$ cat config.mk
export PLATFORM = sky130hd
export DESIGN_NAME = ppu_cpu_port_flat
export DESIGN_NICKNAME = d
export VERILOG_FILES = /design/src/rtl/ppu_pkg.sv /design/src/rtl/ppu_cpu_port_if.sv /design/src/rtl/ppu_cpu_port_sync2.sv /design/src/rtl/ppu_cpu_port.sv /design/src/flat_wrapper.sv
export SDC_FILE = /design/constraint.sdc
export NUM_CORES = 1
export LEC_CHECK = 0
export BUFFER_PORTS_ARGS = -buffer_cell sky130_fd_sc_hd__buf_2
export CORE_ASPECT_RATIO = 2
export CORE_UTILIZATION = 42
export DETAILED_ROUTE_END_ITERATION = 6
export HOLD_SLACK_MARGIN = 0.1
export PLACE_DENSITY = 0.75
export SYNTH_ARGS = -nofsm -noshare
export SYNTH_HDL_FRONTEND = slang
export SYNTH_SLANG_ARGS = --single-unit
export TNS_END_PERCENT = 5
$ cat constraint.sdc
create_clock -name cpu_clock -period 1.4 [get_ports cpu_clock]
set_input_delay 0.14 -clock cpu_clock [delete_from_list [all_inputs] [get_ports cpu_clock]]
set_output_delay 0.14 -clock cpu_clock [all_outputs]
set_load 0.03 [all_outputs]
$ cat src/rtl/ppu_pkg.sv
// Shared definitions for the PPU CPU-side port: region map, DMA states and read-source selects.
// Also holds the echo-RAM source page mapping used by OAM DMA.
package ppu_pkg;

    localparam logic [15:0] VRAM_BASE    = 16'h8000;
    localparam logic [15:0] VRAM_LIMIT   = 16'h9FFF;
    localparam logic [15:0] OAM_BASE     = 16'hFE00;
    // End of the whole OAM page block, including the unused tail after the object table
    localparam logic [15:0] OAM_LIMIT    = 16'hFEFF;
    localparam logic [15:0] DMA_REG_ADDR = 16'hFF46;

    localparam logic [7:0]  BUS_IDLE     = 8'hFF;
    localparam logic [7:0]  ECHO_BASE    = 8'hE0;
    localparam logic [7:0]  ECHO_OFFSET  = 8'h20;

    typedef enum logic [1:0] {
        IDLE  = 2'd0,
        DELAY = 2'd1,
        COPY  = 2'd2,
        FLUSH = 2'd3
    } dma_state_t;

    typedef enum logic [2:0] {
        RD_FF   = 3'd0,
        RD_ZERO = 3'd1,
        RD_VRAM = 3'd2,
        RD_OAM  = 3'd3,
        RD_REG  = 3'd4
    } rd_sel_t;

    function automatic logic [7:0] dma_src_hi(input logic [7:0] page);
        return (page >= ECHO_BASE) ? page - ECHO_OFFSET : page;
    endfunction

endpackage

$ cat src/rtl/ppu_cpu_port_if.sv
// CPU bus as seen by the PPU port: address/data/strobes in, hit and read data back.
interface ppu_cpu_port_if;

    logic [15:0] cpu_addr;
    logic [7:0]  cpu_wdata;
    logic        cpu_wren;
    logic        cpu_rden;
    logic        cpu_hit;
    logic [7:0]  cpu_rdata;

    modport master (
        output cpu_addr, cpu_wdata, cpu_wren, cpu_rden,
        input  cpu_hit, cpu_rdata
    );

    modport slave (
        input  cpu_addr, cpu_wdata, cpu_wren, cpu_rden,
        output cpu_hit, cpu_rdata
    );

endinterface

$ cat src/rtl/ppu_cpu_port_sync2.sv
// Two-flop synchroniser bringing a PPU-domain level into the CPU clock domain.
module sync2 (
    input  logic clock,
    input  logic reset,
    input  logic d,
    output logic q
);

    logic meta;

    always_ff @(posedge clock) begin
        if (reset) begin
            meta <= 1'b0;
            q    <= 1'b0;
        end else begin
            meta <= d;
            q    <= meta;
        end
    end

endmodule

$ cat src/rtl/ppu_cpu_port.sv
// CPU-side responder for VRAM, OAM and the DMA register, with ownership gating
// against the PPU busy flags and the OAM DMA copy engine.
module ppu_cpu_port
    import ppu_pkg::*;
#(
    parameter int OAM_BYTES = 160,
    parameter int DMA_DELAY = 1
) (
    input  logic          cpu_clock,
    input  logic          reset,
    ppu_cpu_port_if.slave cpu,
    input  logic          ppu_vram_busy,
    input  logic          ppu_oam_busy,
    output logic [12:0]   vram_addr,
    output logic [7:0]    vram_wdata,
    output logic          vram_wren,
    input  logic [7:0]    vram_rdata,
    output logic [7:0]    oam_addr,
    output logic [7:0]    oam_wdata,
    output logic          oam_wren,
    input  logic [7:0]    oam_rdata,
    output logic [15:0]   dma_addr,
    output logic          dma_rden,
    input  logic [7:0]    dma_rdata,
    output logic          dma_active
);

    localparam logic [15:0] OAM_END    = OAM_BASE + 16'(OAM_BYTES);
    localparam logic [7:0]  LAST_IDX   = 8'(OAM_BYTES - 1);
    localparam logic [7:0]  DELAY_LAST = 8'(DMA_DELAY - 1);

    logic       vram_busy;
    logic       oam_busy;

    logic       in_vram;
    logic       in_oam;
    logic       in_oam_pad;
    logic       in_dma_reg;

    dma_state_t state;
    dma_state_t state_next;
    logic [7:0] idx;
    logic [7:0] idx_next;
    logic [7:0] delay_cnt;
    logic [7:0] delay_cnt_next;
    logic [7:0] dma_reg;
    logic       dma_start;

    logic       dma_wr_vld_p1;
    logic [7:0] dma_wr_idx_p1;

    logic       vram_ok;
    logic       oam_ok;

    rd_sel_t    rd_sel_p0;
    rd_sel_t    rd_sel_p1;
    logic [7:0] rd_reg_p1;

    sync2 u_vram_sync (
        .clock (cpu_clock),
        .reset (reset),
        .d     (ppu_vram_busy),
        .q     (vram_busy)
    );

    sync2 u_oam_sync (
        .clock (cpu_clock),
        .reset (reset),
        .d     (ppu_oam_busy),
        .q     (oam_busy)
    );

    always_comb begin
        in_vram    = (cpu.cpu_addr >= VRAM_BASE) && (cpu.cpu_addr <= VRAM_LIMIT);
        in_oam     = (cpu.cpu_addr >= OAM_BASE)  && (cpu.cpu_addr <  OAM_END);
        in_oam_pad = (cpu.cpu_addr >= OAM_END)   && (cpu.cpu_addr <= OAM_LIMIT);
        in_dma_reg = (cpu.cpu_addr == DMA_REG_ADDR);
    end

    assign cpu.cpu_hit = in_vram | in_oam | in_oam_pad | in_dma_reg;

    assign dma_start  = cpu.cpu_wren & in_dma_reg;
    assign dma_active = (state != IDLE);
    assign vram_ok    = ~vram_busy;
    // A pending DMA write owns the OAM port, so any CPU access that cycle counts as blocked
    assign oam_ok     = ~oam_busy & ~dma_active & ~dma_wr_vld_p1;

    always_comb begin
        state_next     = state;
        idx_next       = idx;
        delay_cnt_next = delay_cnt;
        case (state)
            IDLE: begin
                state_next = IDLE;
            end
            DELAY: begin
                if (delay_cnt == DELAY_LAST) begin
                    state_next = COPY;
                end else begin
                    delay_cnt_next = delay_cnt + 8'd1;
                end
            end
            COPY: begin
                idx_next = idx + 8'd1;
                if (idx == LAST_IDX) begin
                    state_next = FLUSH;
                end
            end
            FLUSH: begin
                state_next = IDLE;
            end
            default: begin
                state_next = IDLE;
            end
        endcase
        // A register write restarts from byte 0 whatever the engine was doing
        if (dma_start) begin
            state_next     = (DMA_DELAY == 0) ? COPY : DELAY;
            idx_next       = 8'd0;
            delay_cnt_next = 8'd0;
        end
    end

    always_ff @(posedge cpu_clock) begin
        if (reset) begin
            state     <= IDLE;
            idx       <= 8'd0;
            delay_cnt <= 8'd0;
            dma_reg   <= 8'h00;
        end else begin
            state     <= state_next;
            idx       <= idx_next;
            delay_cnt <= delay_cnt_next;
            if (dma_start) begin
                dma_reg <= cpu.cpu_wdata;
            end
        end
    end

    assign dma_addr = {dma_src_hi(dma_reg), idx};
    assign dma_rden = (state == COPY) & ~reset;

    // Stage p0 -> p1: source read issued, OAM write of that byte follows
    always_ff @(posedge cpu_clock) begin
        if (reset) begin
            dma_wr_vld_p1 <= 1'b0;
        end else begin
            dma_wr_vld_p1 <= (state == COPY);
        end
    end

    always_ff @(posedge cpu_clock) begin
        dma_wr_idx_p1 <= idx;
    end

    assign vram_addr  = cpu.cpu_addr[12:0];
    assign vram_wdata = cpu.cpu_wdata;
    assign vram_wren  = cpu.cpu_wren & in_vram & vram_ok & ~reset;

    assign oam_addr  = dma_wr_vld_p1 ? dma_wr_idx_p1 : cpu.cpu_addr[7:0];
    assign oam_wdata = dma_wr_vld_p1 ? dma_rdata : cpu.cpu_wdata;
    assign oam_wren  = ~reset & (dma_wr_vld_p1 | (cpu.cpu_wren & in_oam & oam_ok));

    always_comb begin
        rd_sel_p0 = RD_FF;
        if (cpu.cpu_rden) begin
            if (in_vram) begin
                rd_sel_p0 = vram_ok ? RD_VRAM : RD_FF;
            end else if (in_oam) begin
                rd_sel_p0 = oam_ok ? RD_OAM : RD_FF;
            end else if (in_oam_pad) begin
                rd_sel_p0 = RD_ZERO;
            end else if (in_dma_reg) begin
                rd_sel_p0 = RD_REG;
            end
        end
    end

    // Stage p0 -> p1: read source chosen at request time, RAM data arrives one cycle later
    always_ff @(posedge cpu_clock) begin
        if (reset) begin
            rd_sel_p1 <= RD_FF;
        end else begin
            rd_sel_p1 <= rd_sel_p0;
        end
    end

    always_ff @(posedge cpu_clock) begin
        rd_reg_p1 <= dma_reg;
    end

    always_comb begin
        cpu.cpu_rdata = BUS_IDLE;
        case (rd_sel_p1)
            RD_ZERO: cpu.cpu_rdata = 8'h00;
            RD_VRAM: cpu.cpu_rdata = vram_rdata;
            RD_OAM:  cpu.cpu_rdata = oam_rdata;
            RD_REG:  cpu.cpu_rdata = rd_reg_p1;
            default: cpu.cpu_rdata = BUS_IDLE;
        endcase
    end

endmodule

$ cat src/flat_wrapper.sv
// flat-port wrapper written by rule: the top's interface ports become plain ports
module ppu_cpu_port_flat import ppu_pkg::*;
#(
    parameter int OAM_BYTES = 160,
    parameter int DMA_DELAY = 1
)
  (cpu_clock, reset, ppu_vram_busy, ppu_oam_busy, vram_addr, vram_wdata, vram_wren, vram_rdata, oam_addr, oam_wdata, oam_wren, oam_rdata, dma_addr, dma_rden, dma_rdata, dma_active, cpu_cpu_addr, cpu_cpu_wdata, cpu_cpu_wren, cpu_cpu_rden, cpu_cpu_hit, cpu_cpu_rdata);
  ppu_cpu_port_if cpu_i ();
  input  logic cpu_clock;
  input  logic reset;
  input  logic ppu_vram_busy;
  input  logic ppu_oam_busy;
  output logic [12:0] vram_addr;
  output logic [7:0] vram_wdata;
  output logic vram_wren;
  input  logic [7:0] vram_rdata;
  output logic [7:0] oam_addr;
  output logic [7:0] oam_wdata;
  output logic oam_wren;
  input  logic [7:0] oam_rdata;
  output logic [15:0] dma_addr;
  output logic dma_rden;
  input  logic [7:0] dma_rdata;
  output logic dma_active;
  input wire logic [$bits(cpu_i.cpu_addr)-1:0] cpu_cpu_addr;
  input wire logic [$bits(cpu_i.cpu_wdata)-1:0] cpu_cpu_wdata;
  input wire logic [$bits(cpu_i.cpu_wren)-1:0] cpu_cpu_wren;
  input wire logic [$bits(cpu_i.cpu_rden)-1:0] cpu_cpu_rden;
  output wire logic [$bits(cpu_i.cpu_hit)-1:0] cpu_cpu_hit;
  output wire logic [$bits(cpu_i.cpu_rdata)-1:0] cpu_cpu_rdata;
  assign cpu_i.cpu_addr = cpu_cpu_addr;
  assign cpu_i.cpu_wdata = cpu_cpu_wdata;
  assign cpu_i.cpu_wren = cpu_cpu_wren;
  assign cpu_i.cpu_rden = cpu_cpu_rden;
  assign cpu_cpu_hit = cpu_i.cpu_hit;
  assign cpu_cpu_rdata = cpu_i.cpu_rdata;
  ppu_cpu_port #(.OAM_BYTES(OAM_BYTES), .DMA_DELAY(DMA_DELAY)) u_core (.cpu_clock(cpu_clock), .reset(reset), .cpu(cpu_i), .ppu_vram_busy(ppu_vram_busy), .ppu_oam_busy(ppu_oam_busy), .vram_addr(vram_addr), .vram_wdata(vram_wdata), .vram_wren(vram_wren), .vram_rdata(vram_rdata), .oam_addr(oam_addr), .oam_wdata(oam_wdata), .oam_wren(oam_wren), .oam_rdata(oam_rdata), .dma_addr(dma_addr), .dma_rden(dma_rden), .dma_rdata(dma_rdata), .dma_active(dma_active));
endmodule
Word level (Yosys, flattened, before mapping). Index checks and enable logic that the tools add are counted.

Bits in registers: 50. Logic and storage cells: 83. Input bits: 54. Output and inout port bits: 66.

Magnitude comparators: 7. Equal/unequal tests: 13. Bitwise operators: 21. Reductions and logical operators: 12. Add/subtract/negate cells: 3. Muxes and demuxes: 14.

Operators with widths (number): $ge 16x16->1 const B (3); $le 16x16->1 const B (2); $pmux 8 s4 (1); $mux 8 (3); $add 8x1->8 const B (2); $eq 16x16->1 const B (1); $lt 16x16->1 const B (1); $mux 3 (4); $and 1x1->1 (10); $eq 8x8->1 const B (1); $ge 8x8->1 const B (1); $logic_not 8->1 (1); $mux 2 (4); $sub 8x6->8 const B (1); $not 1->1 (7); $eq 3x2->1 const B (2); $ne 3x1->1 const B (2); $pmux 2 s3 (1); $reduce_and 2->1 (3); $reduce_or 2->1 (3); $eq 2x2->1 const B (2); $ne 2x1->1 const B (2); $or 1x1->1 (4); $eq 3x1->1 const B (1); other kinds (6) (8).

Longest topological paths before layout.
Depth after elaboration: 7. Mapped depth: 7. Mapped depth without buffers: 6.

Hierarchy. A second synthesis with hierarchy kept.

Cell total of the unflattened synthesis: 291. Area, all modules: 2580.0 µm².

By module, submodules not included: ppu_cpu_port (times used 1, seq. area each 920.9 µm², area each 2474.9 µm², cells each 283); sync2 (times used 2, seq. area each 40.0 µm², area each 52.6 µm², cells each 4).

Worst setup path after synthesis. No wires, ideal clock.

Path kind: input to output. Start point: in cpu_cpu_addr[9]. End point: out cpu_cpu_hit. Buffers on the path: 1. Required time: 1.260 ns. Cell stages on the path: 4. Slack: -0.199 ns. Data arrival time: 1.459 ns. Cells stage by stage: nand4_2 or4_4 buf_6 o211ai_1.

Cells in the longest elaborated chain, start to end: 5. Elaborated cells between the ends (all ways): 13. Those cells by class: order compare: 6; eq/ne: 1; bitwise: 3; reduce/logical: 3.

Ends and longest elaborated chain: start: declaration (RTL line flat_wrapper.sv:25) `input wire logic [$bits(cpu_i.cpu_addr)-1:0] cpu_cpu_addr;`; $ge 16x16->1, or another cell as far along (RTL line ppu_cpu_port.sv:74) `in_vram = (cpu.cpu_addr >= VRAM_BASE) && (cpu.cpu_addr <= VRAM_LIMIT);`; $logic_and 1x1->1, on equally long branches (RTL line ppu_cpu_port.sv:74, ppu_cpu_port.sv:75); $or 1x1->1 (2 in a row) (RTL line ppu_cpu_port.sv:80) `assign cpu.cpu_hit = in_vram | in_oam | in_oam_pad | in_dma_reg;`; $or 1x1->1 (*) (RTL line ppu_cpu_port.sv:80); end: declaration (RTL line flat_wrapper.sv:29) `output wire logic [$bits(cpu_i.cpu_hit)-1:0] cpu_cpu_hit;`.

Mark *: on every way between the ends. The rest lies on a longest branch, timed or not.

Final worst setup path.
Start point: reg u_core.delay_cnt[0]. End point: reg u_core.state[0].

Cells in the longest elaborated chain, start to end: 3.

Ends and longest elaborated chain: start: declaration (RTL line ppu_cpu_port.sv:44) `logic [7:0] delay_cnt;`; start signal: assignment (RTL line ppu_cpu_port.sv:133) `delay_cnt <= delay_cnt_next;`; $logic_not 8->1 (RTL line ppu_cpu_port.sv:97) `if (delay_cnt == DELAY_LAST) begin`; $ne 3x1->1 (no line); $reduce_and 2->1 (no line); end signal: assignment (RTL line ppu_cpu_port.sv:131) `state <= state_next;`; end: declaration (RTL line ppu_cpu_port.sv:40) `dma_state_t state;`.

No other way between the ends. A chain may end at the register's enable or synchronous reset.

==> qor.csv <==
stage,metric,value,unit
timing,hold_ws,114,ps
min_path,worst hold path class,primary input to register,
logic_synthesis,Yosys top cell by area,dfxtp_1,
global_routing,busiest metal layer after global routing,met2,
global_routing,pin count of the biggest net entering global routing,20,
global_routing,GR Util met3,0.0480,
worst_setup_path,CP max stage cell,or4b_4,
finish,fin cells,485,
finish,ratio of cells with drive above 1 in the final layout,0.512,
global_routing,GRT overflow,0,
finish,final core occ,0.639,
clocking,Worst-path clk slew,70,ps
place,routability cong.,0.869,
logic_synthesis,Most used DFF post-synth,dfxtp_1,
pwr,maximum VDD drop,1.09,mV
finish,Layout area overhead,47.8,%
floorplan,I/O Pins,120,
clocking,Max Root-Sink Buffers,2,
logic_synthesis,post-synth net total,354,
detailed_routing,drt via density,5.19,
pwr,pwr/cell area,855,nW/um2
worst_setup_path,CP startpoint kind,register,
run_status,failing checks,"DRC, setup timing",
run_status,status,"finished, violations left",
worst_setup_path,crit path DAT,1780,ps
place,post-placement cell count,475,
global_routing,GRT met1 Usage,0.209,
detailed_routing,Residual DRC,5,
finish,Fill cells,498,
detailed_routing,Total Wirelength,7540,um
detailed_routing,drt pass-1 iters,6,
global_routing,grt met2 use,0.488,
floorplan,core area,6010,um2
floorplan,die area,6520,um2
floorplan,initial core utilization,0.433,
global_routing,vias in the first global route,2539,
logic_synthesis,post-synthesis async set-or-reset flop share,0,
worst_setup_path,R2R Setup Slk,-210,ps
timing,post-route setup slack,-210,ps
logic_synthesis,post-synthesis cell type count,45,
timing,TNS Setup,-2480,ps
logic_synthesis,"top cells by count, synth","50 x dfxtp_1, 31 x nor2_1, 27 x buf_4",
worst_setup_path,CP Cell Sequence,inv_1 > ha_1 > or4b_4 > o21a_4 > a211oi_2 > nor3_1,
timing,Worst Skew,2.80,ps
logic_synthesis,syn avg cell area,8.87,um2
logic_synthesis,"Cell Area, Synth",2600,um2
flow_run,Max-Cap Viols,0,
place,HPWL Detailed,5480,um
place,Port-buffer cells,119,
detailed_routing,Initial DRC Count,38,
worst_setup_path,Top Family by Delay on Critical Path,simple AND/OR/NAND/NOR gates,
timing,Max Clk Rate,621,MHz
logic_synthesis,number of synthesized register bits,50,
detailed_routing,ANT nets after route,0,
worst_setup_path,crit end category,register,
logic_synthesis,Yosys top cell area share,0.385,
pwr,leakage power,0.00173,uW
timing,Rel. slew slack,0.746,
logic_synthesis,Mapped Cells,293,
global_routing,initial antenna violation count,0,
timing,# setup viols final,34,
timing,RSZ-0062 raised after global routing,yes,
clocking,Root Driver,clkbuf_16,
pwr,Final Power,3280,uW
timing,Fin. Hold Viols,0,
clocking,H-Tree Depth,2,
timing,Final Critical Period,1610,ps
worst_setup_path,Crit Path Max Fanout,4,
floorplan,chip width,57.6,um
finish,final net count,482,
clocking,Worst-Skew Late Latency,290,ps
logic_synthesis,Area contributors post-synth,"dfxtp_1 39%, buf_4 7.8%, mux2_2 6.9%",
timing,Final Max Tran Viols,0,
worst_setup_path,CP peak stage delay,500,ps
worst_setup_path,Worst EP required,1570,ps
floorplan,Cell Rows,40,
logic_synthesis,Post-synth EDFFs,0,
logic_synthesis,Yosys warnings,0,
timing,worst slew pin tran,378,ps
clocking,CTS tree,built,
worst_setup_path,WS Path Type,register to register,
clocking,TritonCTS Buffers,5,
global_routing,first-pass GRT wire length,11800,um
clocking,clock net sink count,50,
finish,Ant. Diodes,0,
floorplan,Die Height,113,um
detailed_routing,drt wl/cell,15.5,um
global_routing,Global Route Usage Sum,0.237,
logic_synthesis,sequential element share of the synthesized area,0.385,
detailed_routing,routed vias,2518,
logic_synthesis,most frequent cell after synthesis,dfxtp_1,
worst_setup_path,CP Buf/Inv Count,1,
timing,Final Cycle Share,1.15,
==> timing repair <==
item	CTS	global route
hold buffers	2	0
pin swaps	8	6
resized for setup	77	14
hold endpoints to repair	2	0
buffers inserted	0	0
setup endpoints to repair	36	39
==> per-layer routing <==
metal / vias to the layer above / wire length (um) / share of wire
li1: 1237 / - / -
met1: 1200 / 2480 / 0.33
met2: 66 / 4600 / 0.61
met3: 15 / 273 / 0.036
met4: 0 / 189 / 0.025
met5: - / 0 / 0
==> cells by family after synthesis <==
| kind of cell | share of synthesized area |
|---|---|
| simple gates | 0.176 |
| mux | 0.0732 |
| flops | 0.385 |
| compound gates | 0.152 |
| xor+xnor | 0.0472 |
| fa+ha+maj | 0.0337 |
| buf+inv | 0.133 |
==> power by group <==
group / internal, uW / switching [uW]
logic: 199 / 255
registers: 1420 / 2.45
clock network: 855 / 553
==> placed cells by master, fill, tap and decap left out, types with 2 or more instances in the layout <==
cell type / Yosys / final
buf_2: 6 / 96
nor3_1: 5 / 3
a31oi_1: 3 / 3
nand2_1: 7 / 7
xor2_1: 7 / 7
inv_1: 17 / 14
dlygate4sd3_1: 0 / 2
o21a_1: 9 / 8
nor2_1: 31 / 31
nand4_1: 6 / 6
dfxtp_1: 50 / 42
nand2b_4: 0 / 3
nor4_2: 1 / 3
and3_1: 3 / 3
dfxtp_4: 0 / 4
dfxtp_2: 0 / 4
buf_6: 1 / 18
nor2b_1: 4 / 4
nand3_1: 10 / 10
mux2_4: 0 / 16
nand2b_1: 6 / 3
buf_4: 27 / 45
inv_2: 0 / 3
buf_12: 0 / 3
o211ai_1: 2 / 2
o31ai_1: 8 / 8
ha_1: 7 / 7
clkbuf_16: 0 / 5
a21oi_1: 20 / 20
o22a_1: 8 / 8
xnor2_1: 7 / 6
or3_1: 3 / 3
==> worst reg2reg max path: stages (launching register included) <==
cell and delay, ps:
dfxtp_2 330, inv_1 50, ha_1 140, or4b_4 500, o21a_4 250, a211oi_2 150, nor3_1 70
==> per-stage QoR <==
| stage | worst slack, ps | cell area, um2 |
|---|---|---|
| finish | -210 | 3840 |
| global route | -258 | 3840 |
| CTS | -192 | 3790 |
| detailed placement | -244 | 3360 |
| global placement | -164 | 3360 |
| floorplan | -199 | 2600 |
==> area by class of cell <==
class                           count  area [um2]  area share
Timing Repair Buffer              164        1100       0.287
Tap cell                           63        78.8      0.0205
Inverter                           18        67.6      0.0176
Clock inverter                      3        48.8      0.0127
Multi-Input combinational cell    182        1400       0.364
Clock buffer                        5         125      0.0326
Sequential cell                    50        1020       0.266
==> final timing paths <==
| kind | from | to | cells after the start |
|---|---|---|---|
| max | u_core.delay_cnt[0] | u_core.state[0] | 6 |
| min | cpu_cpu_wdata[2] | u_core.dma_reg[2] | 3 |
| max reg2reg | u_core.delay_cnt[0] | u_core.state[0] | 6 |
| min reg2reg | u_core.dma_reg[1] | u_core.rd_reg_p1[1] | 0 |
Note: power is estimated with default switching activity, not from simulation.
